File: src/rtl/sub_pkg.sv
// Shared width and flag definitions for the 4-bit subtract leaf.
package sub_pkg;
    localparam int SUB_W = 4;

    typedef struct packed {
        logic borrow;
        logic ovf;
        logic zero;
        logic neg;
    } sub_flags_t;
endpackage

File: src/rtl/sub_1b.sv
// One full-subtractor cell: d = a - b - bin, with borrow out.
module sub_1b (
    input  logic a,
    input  logic b,
    input  logic bin,
    output logic d,
    output logic bout
);
    assign d    = a ^ b ^ bin;
    assign bout = (~a & b) | (~(a ^ b) & bin);
endmodule

File: src/rtl/sub_4b_core.sv
// Registered 4-bit subtractor (x - y mod 16) with borrow/overflow/zero/neg flags.
module sub_4b_core
    import sub_pkg::*;
(
    input  logic             clk,
    input  logic             rst,
    input  logic             in_valid,
    input  logic [SUB_W-1:0] x,
    input  logic [SUB_W-1:0] y,
    output logic [SUB_W-1:0] out,
    output logic             borrow,
    output logic             ovf,
    output logic             zero,
    output logic             neg,
    output logic             out_valid
);
    logic [SUB_W:0]   w_b;
    logic [SUB_W-1:0] w_d;
    sub_flags_t       w_flags;

    logic [SUB_W-1:0] r_out;
    sub_flags_t       r_flags;
    logic             r_valid;

    assign w_b[0] = 1'b0;

    for (genvar i = 0; i < SUB_W; i++) begin : g_cell
        sub_1b u_cell (
            .a    (x[i]),
            .b    (y[i]),
            .bin  (w_b[i]),
            .d    (w_d[i]),
            .bout (w_b[i+1])
        );
    end

    assign w_flags.borrow = w_b[SUB_W];
    assign w_flags.ovf    = (x[SUB_W-1] ^ y[SUB_W-1]) & (w_d[SUB_W-1] ^ x[SUB_W-1]);
    assign w_flags.zero   = (w_d == '0);
    assign w_flags.neg    = w_d[SUB_W-1];

    // Result/flags load only on in_valid so idle (possibly X) operands never reach state.
    always_ff @(posedge clk) begin
        if (rst) begin
            r_out   <= '0;
            r_flags <= '{borrow: 1'b0, ovf: 1'b0, zero: 1'b1, neg: 1'b0};
            r_valid <= 1'b0;
        end else begin
            r_valid <= in_valid;
            if (in_valid) begin
                r_out   <= w_d;
                r_flags <= w_flags;
            end
        end
    end

    assign out       = r_out;
    assign borrow    = r_flags.borrow;
    assign ovf       = r_flags.ovf;
    assign zero      = r_flags.zero;
    assign neg       = r_flags.neg;
    assign out_valid = r_valid;
endmodule

File: config.mk
export PLATFORM = sky130hd
export DESIGN_NAME = sub_4b_core
export DESIGN_NICKNAME = d
export VERILOG_FILES = /design/src/rtl/sub_pkg.sv /design/src/rtl/sub_1b.sv /design/src/rtl/sub_4b_core.sv
export SDC_FILE = /design/constraint.sdc
export NUM_CORES = 1
export LEC_CHECK = 0
export ABC_AREA = 1
export ABC_CLOCK_PERIOD_IN_PS = 3150
export BUFFER_PORTS_ARGS = -buffer_cell sky130_fd_sc_hd__buf_4
export CAP_MARGIN = 20
export CORE_AREA = 2 2 39 41
export CTS_CLUSTER_SIZE = 12
export DETAILED_ROUTE_END_ITERATION = 10
export DIE_AREA = 0 0 41 43
export HOLD_SLACK_MARGIN = 0.03
export PLACE_DENSITY_LB_ADDON = 0.1
export SYNTH_ARGS = -nofsm -noshare
export SYNTH_HDL_FRONTEND = slang
export SYNTH_HIERARCHICAL = 1
export SYNTH_SLANG_ARGS = --single-unit
export TNS_END_PERCENT = 1
File: constraint.sdc
create_clock -name clk -period 3.15 [get_ports clk]
set_input_delay 0.1575 -clock clk [delete_from_list [all_inputs] [get_ports clk]]
set_output_delay 0.1575 -clock clk [all_outputs]
set_load 0.03 [all_outputs]
# Word level (Yosys, flattened, before mapping)
# Index checks and enable logic that the tools add are counted.
# op_classes
n_bitwise	26
n_reduce_logical	1
# ops
cell	count
$and A1 B1 Y1	8
$xor A1 B1 Y1	8
$not A1 Y1	7
$logic_not A4 Y1	1
$or A1 B1 Y1	3
# word_totals
reg_bits	9
in_bits	11
output_inout_bits	9

# Logic depth before layout (Yosys ltp)
# Gate-level depths: netlist of the first run.
# logic_depth
ltp_word	9
depth_mapped	17
mapped_depth_nobuf	17

# Modules after synthesis
# Netlist of the first run, hierarchy kept.
# modules_own_cells
module	instances	cells_each	area_per_inst_um2	seq_area_each_um2
sub_4b_core	1	44	317.8	160.2
sub_1b	4	4	31.3	0.0

# Worst setup path after synthesis of the first run
# OpenSTA, ideal clock, no wires.
# synth_path
kind	in2reg
start	in y[0]
end	reg r_flags, in the netlist ovf
setup_time_ns	0.109
arrival_ns	2.332
setup_slack_ns	0.709
path_stages	17
path_buffers	0
path_cell_list	inv_1 > fa_1 > inv_1 > inv_1 > fa_1 > inv_1 > inv_1 > fa_1 > inv_1 > inv_1 > fa_1 > nand2_1 > inv_1 > nand2_1 > nand3_1 > nand2_1 > inv_1
# synth_between
elab_chain_cells	8
# synth_lines
item	line_no	rtl
from (decl)	sub_4b_core.sv:9	input logic [SUB_W-1:0] y,
$and A1 B1 Y1	sub_1b.sv:10	assign bout = (~a & b) | (~(a ^ b) & bin);
via w_b[1]	sub_4b_core.sv:17	logic [SUB_W:0] w_b;
$and A1 B1 Y1	sub_1b.sv:10	
$or A1 B1 Y1	sub_1b.sv:10	
via w_b[2]	sub_4b_core.sv:17	
$and A1 B1 Y1	sub_1b.sv:10	
$or A1 B1 Y1	sub_1b.sv:10	
via w_b[3]	sub_4b_core.sv:17	
$xor A1 B1 Y1	sub_1b.sv:9	assign d = a ^ b ^ bin;
via w_d[3]	sub_4b_core.sv:18	logic [SUB_W-1:0] w_d;
$xor A1 B1 Y1	sub_4b_core.sv:38	assign w_flags.ovf = (x[SUB_W-1] ^ y[SUB_W-1]) & (w_d[SUB_W-1] ^ x[SUB_W-1]);
$and A1 B1 Y1	sub_4b_core.sv:38	
to (signal assigned)	sub_4b_core.sv:46	r_flags <= '{borrow: 1'b0, ovf: 1'b0, zero: 1'b1, neg: 1'b0};
to (signal assigned)	sub_4b_core.sv:52	r_flags <= w_flags;
to (decl)	sub_4b_core.sv:22	sub_flags_t r_flags;
# The timed path passes the listed nets, and every way through them passes these cells.
# A chain may end at the register's enable or synchronous reset.

# Final worst setup path of the first run
# layout_path
start	in x[0]
end	reg r_flags, in the netlist ovf
# layout_between
elab_chain_cells	9
# layout_lines
item	line_no	rtl
from (decl)	sub_4b_core.sv:8	input logic [SUB_W-1:0] x,
$not A1 Y1	sub_1b.sv:10	
$and A1 B1 Y1	sub_1b.sv:10	
via w_b[1]	sub_4b_core.sv:17	
$and A1 B1 Y1	sub_1b.sv:10	
$or A1 B1 Y1	sub_1b.sv:10	
via w_b[2]	sub_4b_core.sv:17	
$and A1 B1 Y1	sub_1b.sv:10	
$or A1 B1 Y1	sub_1b.sv:10	
via w_b[3]	sub_4b_core.sv:17	
$xor A1 B1 Y1	sub_1b.sv:9	
via w_d[3]	sub_4b_core.sv:18	
$xor A1 B1 Y1	sub_4b_core.sv:38	
$and A1 B1 Y1	sub_4b_core.sv:38	
# The timed path passes the listed nets, and every way through them passes these cells.

==> flow_summary.toml, run 1 <==
[global_routing]
grt_pass1_vias = 325
grt_start_max_net_pins = 9
grt_overflow_total = 0
grt_use_total_pct = 10.9
antenna_found_initial = 0
grt_pass1_wl_um = 1280

[route]
wl_per_cell_um = 8.26
vias_per_cell = 4.23
drt-pass1-iter-count = 4
drcViolationCount = 0
drtIter0Drc = 10
ant_nets = 0
via_count = 410
routed_wl_um = 801

[cells_and_area]
syn2layout_area_growth_pct = 40.1
layout_commonest_cell = "buf_4"
diodes = 0
drive_above_1_share_pct = 29.6
most-common-layout-cells = "buf_4 (19), inv_1 (18), nand2_1 (9), nor2_1 (8), dfxtp_1 (8)"
nNetsFinal = 98
fin_cells = 97

[synthesis]
synth_top_family_by_area = "simple AND/OR/NAND/NOR gates"
synth.top_cell.area_share_pct = 36.2
post_synth_xor_area_fraction_pct = 0
synth_area_um2 = 443
syn_area_per_cell_um2 = 7.38
synthSimpleGateAreaFrac_pct = 19.2
yosys.area.top_type = "dfxtp_1"
syn_nets = 75
synth-adder-area-share_pct = 18.1
synth_compound_area_share_pct = 7.91
synth.mux.area_fraction_pct = 0
seq_area_frac_synth_pct = 36.2
syn_inst = 60
ys_types = 12
ys_warn_count = 6
ys_ff_latch = 8
synth_area_leaders = "dfxtp_1 (36%), fa_1 (18%), inv_1 (15%)"

[clocking]
cts_root_buffer = "clkbuf_4"
cts_tree = "done"
cts_resized = 0
holdBufCountCts = 0
clock_latency_ns = 0.25
clock_path_buffers = 2
cts_buffers = 3
numClockSinks = 8
cts-htree-levels = 1
clk_pin_slew_worst_paths_ns = 0.06
postCtsSetupBuffers = 0

[sta]
hold_slack_ns = 0.0927
tns_ns = 0
fmax_mhz = 418
slew_viol_final = 0
layout_min_cycle_time_ns = 2.39
finalCritPeriodShare_pct = 76.0
finalSetupViolations = 0
finalHoldViolations = 0
rsz0062_at_grt = "no"
skew_ns = 0

[worst_setup_path]
end_kind = "flop"
startpoint_type = "input pin"
worstPathBufferInverterCount = 9
required_ns = 3.31
cp_data_arrival_time_ns = 2.55
crit_family = "adder cells"
critPathKind = "input pin to flop"
path_common_cell = "inv_1"
slowest_stage = "fa_1"
slowest_delay_ns = 0.49
crit_path_cell_trace = "buf_4, fa_1, inv_1, inv_1, fa_1, inv_1, inv_1, fa_1, inv_1, inv_1, fa_1, nand2_1, inv_1, nand2_1, nand3_1, nand2_1, inv_1"
critical_path.max_fanout = 2

[floorplan]
initial_core_util_pct = 32.0
core-area_mm2 = 0.00138
ioPinCount = 20
die_w_um = 41
die_height_um = 43
num_rows = 14
die_area_mm2 = 0.00176

[pwr]
p_per_area_mw_per_mm2 = 450
p_leak_uw = 0.000355
max-vdd-ir-drop_uv = 161
finalPower_uw = 279

[status]
status = "finished, final reports clean"

[placement]
dp.cells = 94
gp_congestion = 0.716
numPortBuffers = 19
dp_hpwl_um = 659

[hold_path]
hold_path.class = "input pin to flop"

[run]
drv_cap = 0
## state kept, by name, summed over array words and instances, names as in the netlist
name       flops
zero           1
out_valid      1
borrow         1
out            4
ovf            1
## synth_stat cells
| cell | count |
|---|---|
| nor2_1 | 8 |
| a21oi_1 | 4 |
| nand2_1 | 9 |
| fa_1 | 4 |
| buf_4 | 1 |
| dfxtp_1 | 8 |
| inv_1 | 18 |
| o21ai_0 | 3 |
| conb_1 | 1 |
| inv_2 | 1 |
| nand3_1 | 2 |
| nor2_4 | 1 |
## final timing paths
path / start / end / slack (ns) / depth (start not counted)
setup reg to reg: ovf$_SDFFE_PP0P_ / ovf$_SDFFE_PP0P_ / 2.52 / 4
hold / removal: rst / out[3]$_SDFFE_PP0P_ / 0.09 / 2
setup / recovery: x[0] / ovf$_SDFFE_PP0P_ / 0.76 / 17
hold reg to reg: out[2]$_SDFFE_PP0P_ / out[2]$_SDFFE_PP0P_ / 0.46 / 2
## where the power goes
part           total [uW]  internal, uW  switching, uW  leakage (uW)
Clock                79.0          43.7           35.4     0.0000138
Sequential            114           110           4.09     0.0000663
Combinational        86.4          36.2           50.2      0.000275
Total                 279           190           89.7      0.000355
## per-layer routing
| layer | routed length, um | vias to the layer above | part of all wire, % | global-route usage [%] |
|---|---|---|---|---|
| li1 | - | 211 | - | - |
| met1 | 365 | 184 | 46 | 13.7 |
| met2 | 375 | 13 | 47 | 15.0 |
| met3 | 47 | 2 | 5.9 | 4.71 |
| met4 | 12 | 0 | 1.5 | 6.00 |
| met5 | 0 | - | 0 | 0 |
## layout make-up
type	count	area, um2
Timing Repair Buffer	19	143
Fill cell	155	763
Multi-Input combinational cell	32	204
Inverter	19	71.3
Tap cell	16	20.0
Sequential cell	8	160
Clock buffer	3	22.5
## per-stage QoR
stage / utilization, % / setup slack [ns] / instance area, um2
2_1_floorplan: - / 0.709 / 443
3_5_place_dp: 43.2 / 0.475 / 598
3_3_place_gp: 43.2 / 0.486 / 598
5_1_grt: 44.8 / 0.573 / 621
4_1_cts: 44.8 / 0.735 / 621
6_report: 44.8 / 0.757 / 621
## cell families (layout without fill, tap and decap cells)
group / Yosys count / after routing
other: 1 / 1
adder cells (fa/ha/maj): 4 / 4
AO/OA/AOI/OAI: 7 / 7
flip-flops: 8 / 8
buffers and inverters: 20 / 41
AND/OR/NAND/NOR: 20 / 20
Power figures use the tool's default switching activity.
==> run 2, diff against run 1 <==
- ABC_AREA: 1 -> 0
- ABC_CLOCK_PERIOD_IN_PS: 3150 -> 2100
- clock period: 3.15 -> 2.1 ns (I/O delays scaled with it)
==> run 2 against run 1 <==
Flip-flop and latch count is the same. Worst hold slack lost 0.0053 ns. Die area is the same. The run now ends with negative setup slack left. Synthesized area shrank 1.4%. Critical path type unchanged.
==> flow_summary.toml, run 2 <==
[route]
wl_per_cell_um = 8.82
drtIter0Drc = 2
ant_nets = 0
drt-pass1-iter-count = 3
via_count = 332
vias_per_cell = 4.05
drcViolationCount = 0
routed_wl_um = 723

[worst_setup_path]
startpoint = "x[0]"
critPathCapture = "ovf$_SDFFE_PP0P_"
rr_worst_depth = 2
path_common_cell = "inv_2"
r2r_end = "zero$_SDFFE_PP1P_"
slowest_stage = "fa_1"
end_kind = "flop"
startpoint_type = "input pin"
r2r_slack_ns = 1.31
crit_path_cell_trace = "buf_6, fa_2, inv_2, inv_2, fa_2, inv_2, inv_2, fa_2, inv_2, inv_2, fa_1, or3b_1, a311oi_2"
slowest_delay_ns = 0.44
reg2reg_from = "zero$_SDFFE_PP1P_"
required_ns = 2.27
critPathKind = "input pin to flop"
cp_data_arrival_time_ns = 2.53
critical_path.max_fanout = 2

[sta]
skew_ns = 0
fmax_mhz = 424
finalWorstSetupSlack_ns = -0.260
slew_viol_final = 0
finalCritPeriodShare_pct = 112
hold_slack_ns = 0.0874
tns_ns = -0.436
layout_min_cycle_time_ns = 2.36
rsz0062_at_grt = "yes"
finalHoldViolations = 0
finalSetupViolations = 3

[global_routing]
grt_start_max_net_pins = 11
grt_pass1_vias = 292
grt_pass1_wl_um = 1140
antenna_found_initial = 0
grt_use_total_pct = 10.0
grt_overflow_total = 0

[cells_and_area]
diodes = 0
final_area_um2 = 639
nNetsFinal = 83
fin_util_pct = 46.2
most-common-layout-cells = "buf_4 (19), dfxtp_1 (8), inv_2 (7), nor2_1 (6)"
largest_register_ffs = 4
fill_cells = 144
syn2layout_area_growth_pct = 46.4
drive_above_1_share_pct = 53.0
layout_commonest_cell = "buf_4"

[floorplan]
die_area_mm2 = 0.00176
die_height_um = 43
core-area_mm2 = 0.00138
ioPinCount = 20
die_w_um = 41
num_rows = 14
initial_core_util_pct = 31.6

[clocking]
clock_path_buffers = 2
clk_pin_slew_worst_paths_ns = 0.06
cts_buffers = 3
clock_latency_ns = 0.25
numClockSinks = 8
cts-htree-levels = 1
postCtsSetupBuffers = 0
cts_root_buffer = "clkbuf_4"
cts_tree = "done"

[synthesis]
synth.most_common_cell = "inv_1"
synthFlopType = "dfxtp_1"
synth_area_leaders = "dfxtp_1 (37%), fa_1 (18%), mux2i_1 (11%)"
synth_common_cells = "inv_1 (12), dfxtp_1 (8), nor2_1 (6)"
ys_warn_count = 6
async_flop_share_pct = 0
synth_edf_count = 0
synth.top_cell.area_share_pct = 36.7
synth_area_um2 = 437
syn_area_per_cell_um2 = 9.49
ys_ff_latch = 8
yosys.area.top_type = "dfxtp_1"
syn_inst = 46
syn_nets = 61
ys_types = 15
seq_area_frac_synth_pct = 36.7

[status]
failed_checks = "negative setup slack"
status = "finished, violations left"

[placement]
numPortBuffers = 19
dp_hpwl_um = 598
gp_congestion = 0.651
post-place-ws_ns = -0.605
placed_cell_area_um2 = 598

[pwr]
max-vdd-ir-drop_uv = 277
p_leak_uw = 0.000320
p_per_area_mw_per_mm2 = 691

[run]
drv_cap = 0

[hold_path]
hold_path.class = "input pin to flop"
[run 2: cell count changes after synthesis, moves of 2 or more]
| cell | change |
|---|---|
| nand3_1 | -2 |
| nor2_1 | -2 |
| mux2i_1 | +5 |
| a21oi_1 | -4 |
| nand2_1 | -9 |
| o21ai_0 | -3 |
| inv_1 | -6 |
| nor2b_1 | +2 |
[run 2: worst min-delay path by stage]
| stage | start | endpoint | cells past startpoint |
|---|---|---|---|
| after detailed placement | rst | ovf$_SDFFE_PP0P_ | 2 |
| after floorplan | y[3] | ovf$_SDFFE_PP0P_ | 2 |
| after CTS | rst | ovf$_SDFFE_PP0P_ | 2 |
| after global routing | rst | ovf$_SDFFE_PP0P_ | 2 |
| after global placement | rst | ovf$_SDFFE_PP0P_ | 2 |
| final | rst | ovf$_SDFFE_PP0P_ | 2 |
[run 2: layout make-up]
cell class,count,area (um2),area share [%]
multi-input cells,23,238,37.2
flip-flops and latches,8,160,25.0
repair buffers,20,154,24.1
inverters,12,45.0,7.05
clock buffers,3,22.5,3.52
well taps,16,20.0,3.13
[run 2: layer usage]
layer / routed length (um) / global-route usage, % / share of wire, % / vias to the layer above
met3: 64 / 4.71 / 8.9 / 0
met1: 331 / 13.5 / 46 / 143
met5: 0 / 0 / 0 / -
met4: 0 / 6.00 / 0 / 0
met2: 327 / 12.5 / 45 / 13
li1: - / - / - / 176
[run 2: cells by family after synthesis]
logic type / synth area share, %
compound gates: 5.44
fa+ha+maj: 18.3
buf+inv: 14.0
flops: 36.7
mux: 11.5
other cells: 0.859
simple gates: 13.2
[run 2: worst max-delay path, delay by kind of cell]
kind / cells / cell delay (ns)
compound gates: 1 / 0.22
buf+inv: 7 / 0.36
simple gates: 1 / 0.39
fa+ha+maj: 4 / 1.45
[run 2: power breakdown]
| part | leakage (uW) | internal [uW] | switching [uW] | total (uW) |
|---|---|---|---|---|
| Combinational | 0.000240 | 71.3 | 83.0 | 154 |
| Clock | 0.0000138 | 65.2 | 49.7 | 115 |
| Sequential | 0.0000663 | 166 | 6.67 | 172 |
| Total | 0.000320 | 302 | 139 | 442 |
[run 2: repair_timing]
action                     4_1_cts  5_1_grt
setup endpoints to repair        3        3
gates resized for setup          4        6
hold buffers                     0        0
pin swaps                        3        0
[run 2: through the flow]
stage | cells | power (uW)
6_report | 82 | 442
5_1_grt | 82 | 480
4_1_cts | 82 | 441
3_5_place_dp | 79 | 315
3_3_place_gp | 79 | 314
2_1_floorplan | 46 | 263
==> run 3, diff against run 2 <==
- SYNTH_HIERARCHICAL: 1 -> default
==> run 3 against run 2 <==
The run now ends clean. Die area unchanged. Non-clock buffer count down 1. Largest power group unchanged. Global-route usage is 0.34 points lower. Combinational power fell by 21%. Synthesized area shrank 3.4%. Highest routed layer unchanged. Sequential power about the same. Register-to-register slack worse by 0.04 ns. Clock-buffer cell count unchanged. Critical endpoint is now zero$_SDFFE_PP1P_.
==> flow_summary.toml, run 3 <==
[status]
status = "finished, final reports clean"

[synthesis]
synth_area_leaders = "dfxtp_1 (38%), fa_1 (14%), inv_1 (7.1%)"
syn_inst = 41
synth_area_um2 = 422
synth.top_cell.area_share_pct = 38.0
synthFlopType = "dfxtp_1"
syn_nets = 57
async_flop_share_pct = 0
ys_ff_latch = 8
seq_area_frac_synth_pct = 38.0
synth_edf_count = 0
yosys.area.top_type = "dfxtp_1"
syn_area_per_cell_um2 = 10.3
ys_types = 16
synth_common_cells = "dfxtp_1 (8), inv_1 (8), nor2_1 (6)"
ys_warn_count = 0

[pwr]
p_per_area_mw_per_mm2 = 696
p_leak_uw = 0.000300
max-vdd-ir-drop_uv = 206

[hold_path]
hold_path.class = "input pin to flop"
whs_path_depth = 2

[cells_and_area]
fill_cells = 147
largest_register_ffs = 4
diodes = 0
syn2layout_area_growth_pct = 38.3
nNetsFinal = 78
regArea_um2 = 160
drive_above_1_share_pct = 40.0
final_area_um2 = 583
most-common-layout-cells = "buf_4 (19), inv_1 (8), dfxtp_1 (8), nor2_1 (6)"
layout_commonest_cell = "buf_4"
multi_input_area_um2 = 204

[sta]
finalWorstSetupSlack_ns = 0.271
finalHoldViolations = 0
rsz0062_at_grt = "no"
slew_viol_final = 0
skew_ns = 0
finalCritPeriodShare_pct = 87.1
tightest_slew_ns = 0.234
layout_min_cycle_time_ns = 1.83
finalSetupViolations = 0
fmax_mhz = 547
relSlewSlack_pct = 84.2

[worst_setup_path]
critPathKind = "input pin to flop"
rr_worst_depth = 2
end_kind = "flop"
startpoint_type = "input pin"
cp_data_arrival_time_ns = 1.96
required_ns = 2.23
critical_path.max_fanout = 3

[global_routing]
antenna_found_initial = 0
grt_pass1_vias = 294
grt_start_max_net_pins = 12
grt.busiest_layer = "met1"
grt_use_total_pct = 9.68
grt_overflow_total = 0
grtUsageMet2_pct = 12.2
grt_pass1_wl_um = 1140
met3_usage_pct = 4.71
use_met1_pct = 12.7

[route]
ant_nets = 0
via_count = 325
drt-pass1-iter-count = 2
routed_wl_um = 707
wl_per_cell_um = 9.30
vias_per_cell = 4.28
drtIter0Drc = 3
drcViolationCount = 0

[clocking]
cts_buffers = 3
cts-htree-levels = 1
holdBufCountCts = 0
cts_resized = 0
clk_pin_slew_worst_paths_ns = 0.05
clock_latency_ns = 0.25
cts_tree = "done"
numClockSinks = 8
clock_path_buffers = 2
postCtsSetupBuffers = 0
cts_root_buffer = "clkbuf_4"

[run]
drv_cap = 0

[placement]
numPortBuffers = 19
dp_hpwl_um = 589
gp_congestion = 0.645
placed_cell_area_um2 = 561
post-place-ws_ns = -0.000544

[floorplan]
num_rows = 14
die_height_um = 43
initial_core_util_pct = 30.5
ioPinCount = 20
die_area_mm2 = 0.00176
die_w_um = 41
core-area_mm2 = 0.00138
==> run 3: changes by cell type after synthesis, sizes merged, moves of 2 or more <==
cell    previous run  this run
a211oi             0         3
ha                 0         2
inv               12         9
mux2i              5         2
nor2b              2         0
==> run 3: layer usage <==
layer	wire, um	vias to the layer above
met2	309	13
met1	318	143
met5	0	-
li1	-	169
met4	0	0
met3	79	0
==> run 3: path summary, 6_finish.rpt <==
check | slack (ns) | end | start
worst max-delay path | 0.27 | zero$_SDFFE_PP1P_ | x[0]
worst min register to register | 0.48 | out[0]$_SDFFE_PP0P_ | out[0]$_SDFFE_PP0P_
worst max register to register | 1.27 | ovf$_SDFFE_PP0P_ | ovf$_SDFFE_PP0P_
worst min-delay path | 0.09 | out_valid$_SDFF_PP0_ | rst
==> run 3: per-stage QoR <==
step / util (%) / TNS [ns] / total power (uW) / instances / hold WS [ns]
after floorplan: - / 0 / 255 / 41 / 0.318
after global placement: 40.5 / 0 / 298 / 73 / 0.352
after detailed placement: 40.5 / -0.000544 / 298 / 73 / 0.353
after CTS: 42.1 / 0 / 414 / 76 / 0.0880
after global routing: 42.1 / 0 / 433 / 76 / 0.103
final: 42.1 / 0 / 406 / 76 / 0.0949
==> run 3: logic make-up (layout without fill, tap and decap cells) <==
| logic type | after synthesis | count (layout) | share of synthesized area [%] |
|---|---|---|---|
| AOI/OAI and AO/OA | 5 | 5 | 11.6 |
| xor gates and xnor gates | 1 | 1 | 2.08 |
| adders and majority gates | 5 | 5 | 20.2 |
| muxes | 2 | 2 | 4.75 |
| and+or+nand+nor | 8 | 8 | 9.79 |
| buffers and inverters | 12 | 31 | 13.6 |
| DFF | 8 | 8 | 38.0 |
==> run 3: worst max-delay path, stage by stage <==
cell and delay [ns]:
buf_4 0.10, inv_1 0.04, ha_1 0.12, inv_1 0.04, fa_1 0.35, inv_1 0.07
fa_1 0.15, inv_1 0.05, fa_1 0.54, nor4bb_1 0.07, a221o_1 0.31
==> run 3: layout make-up <==
cell class,instances,share of cell area [%]
multi-input cells,21,35.0
flip-flops and latches,8,27.5
repair buffers,19,24.5
inverters,9,5.79
clock buffers,3,3.86
well taps,16,3.43
==> run 3: where the power goes <==
group          internal [uW]  switching [uW]  leakage (uW)
sequential               165            6.44     0.0000664
clock                   65.1            48.0     0.0000138
combinational           54.3            66.8      0.000220
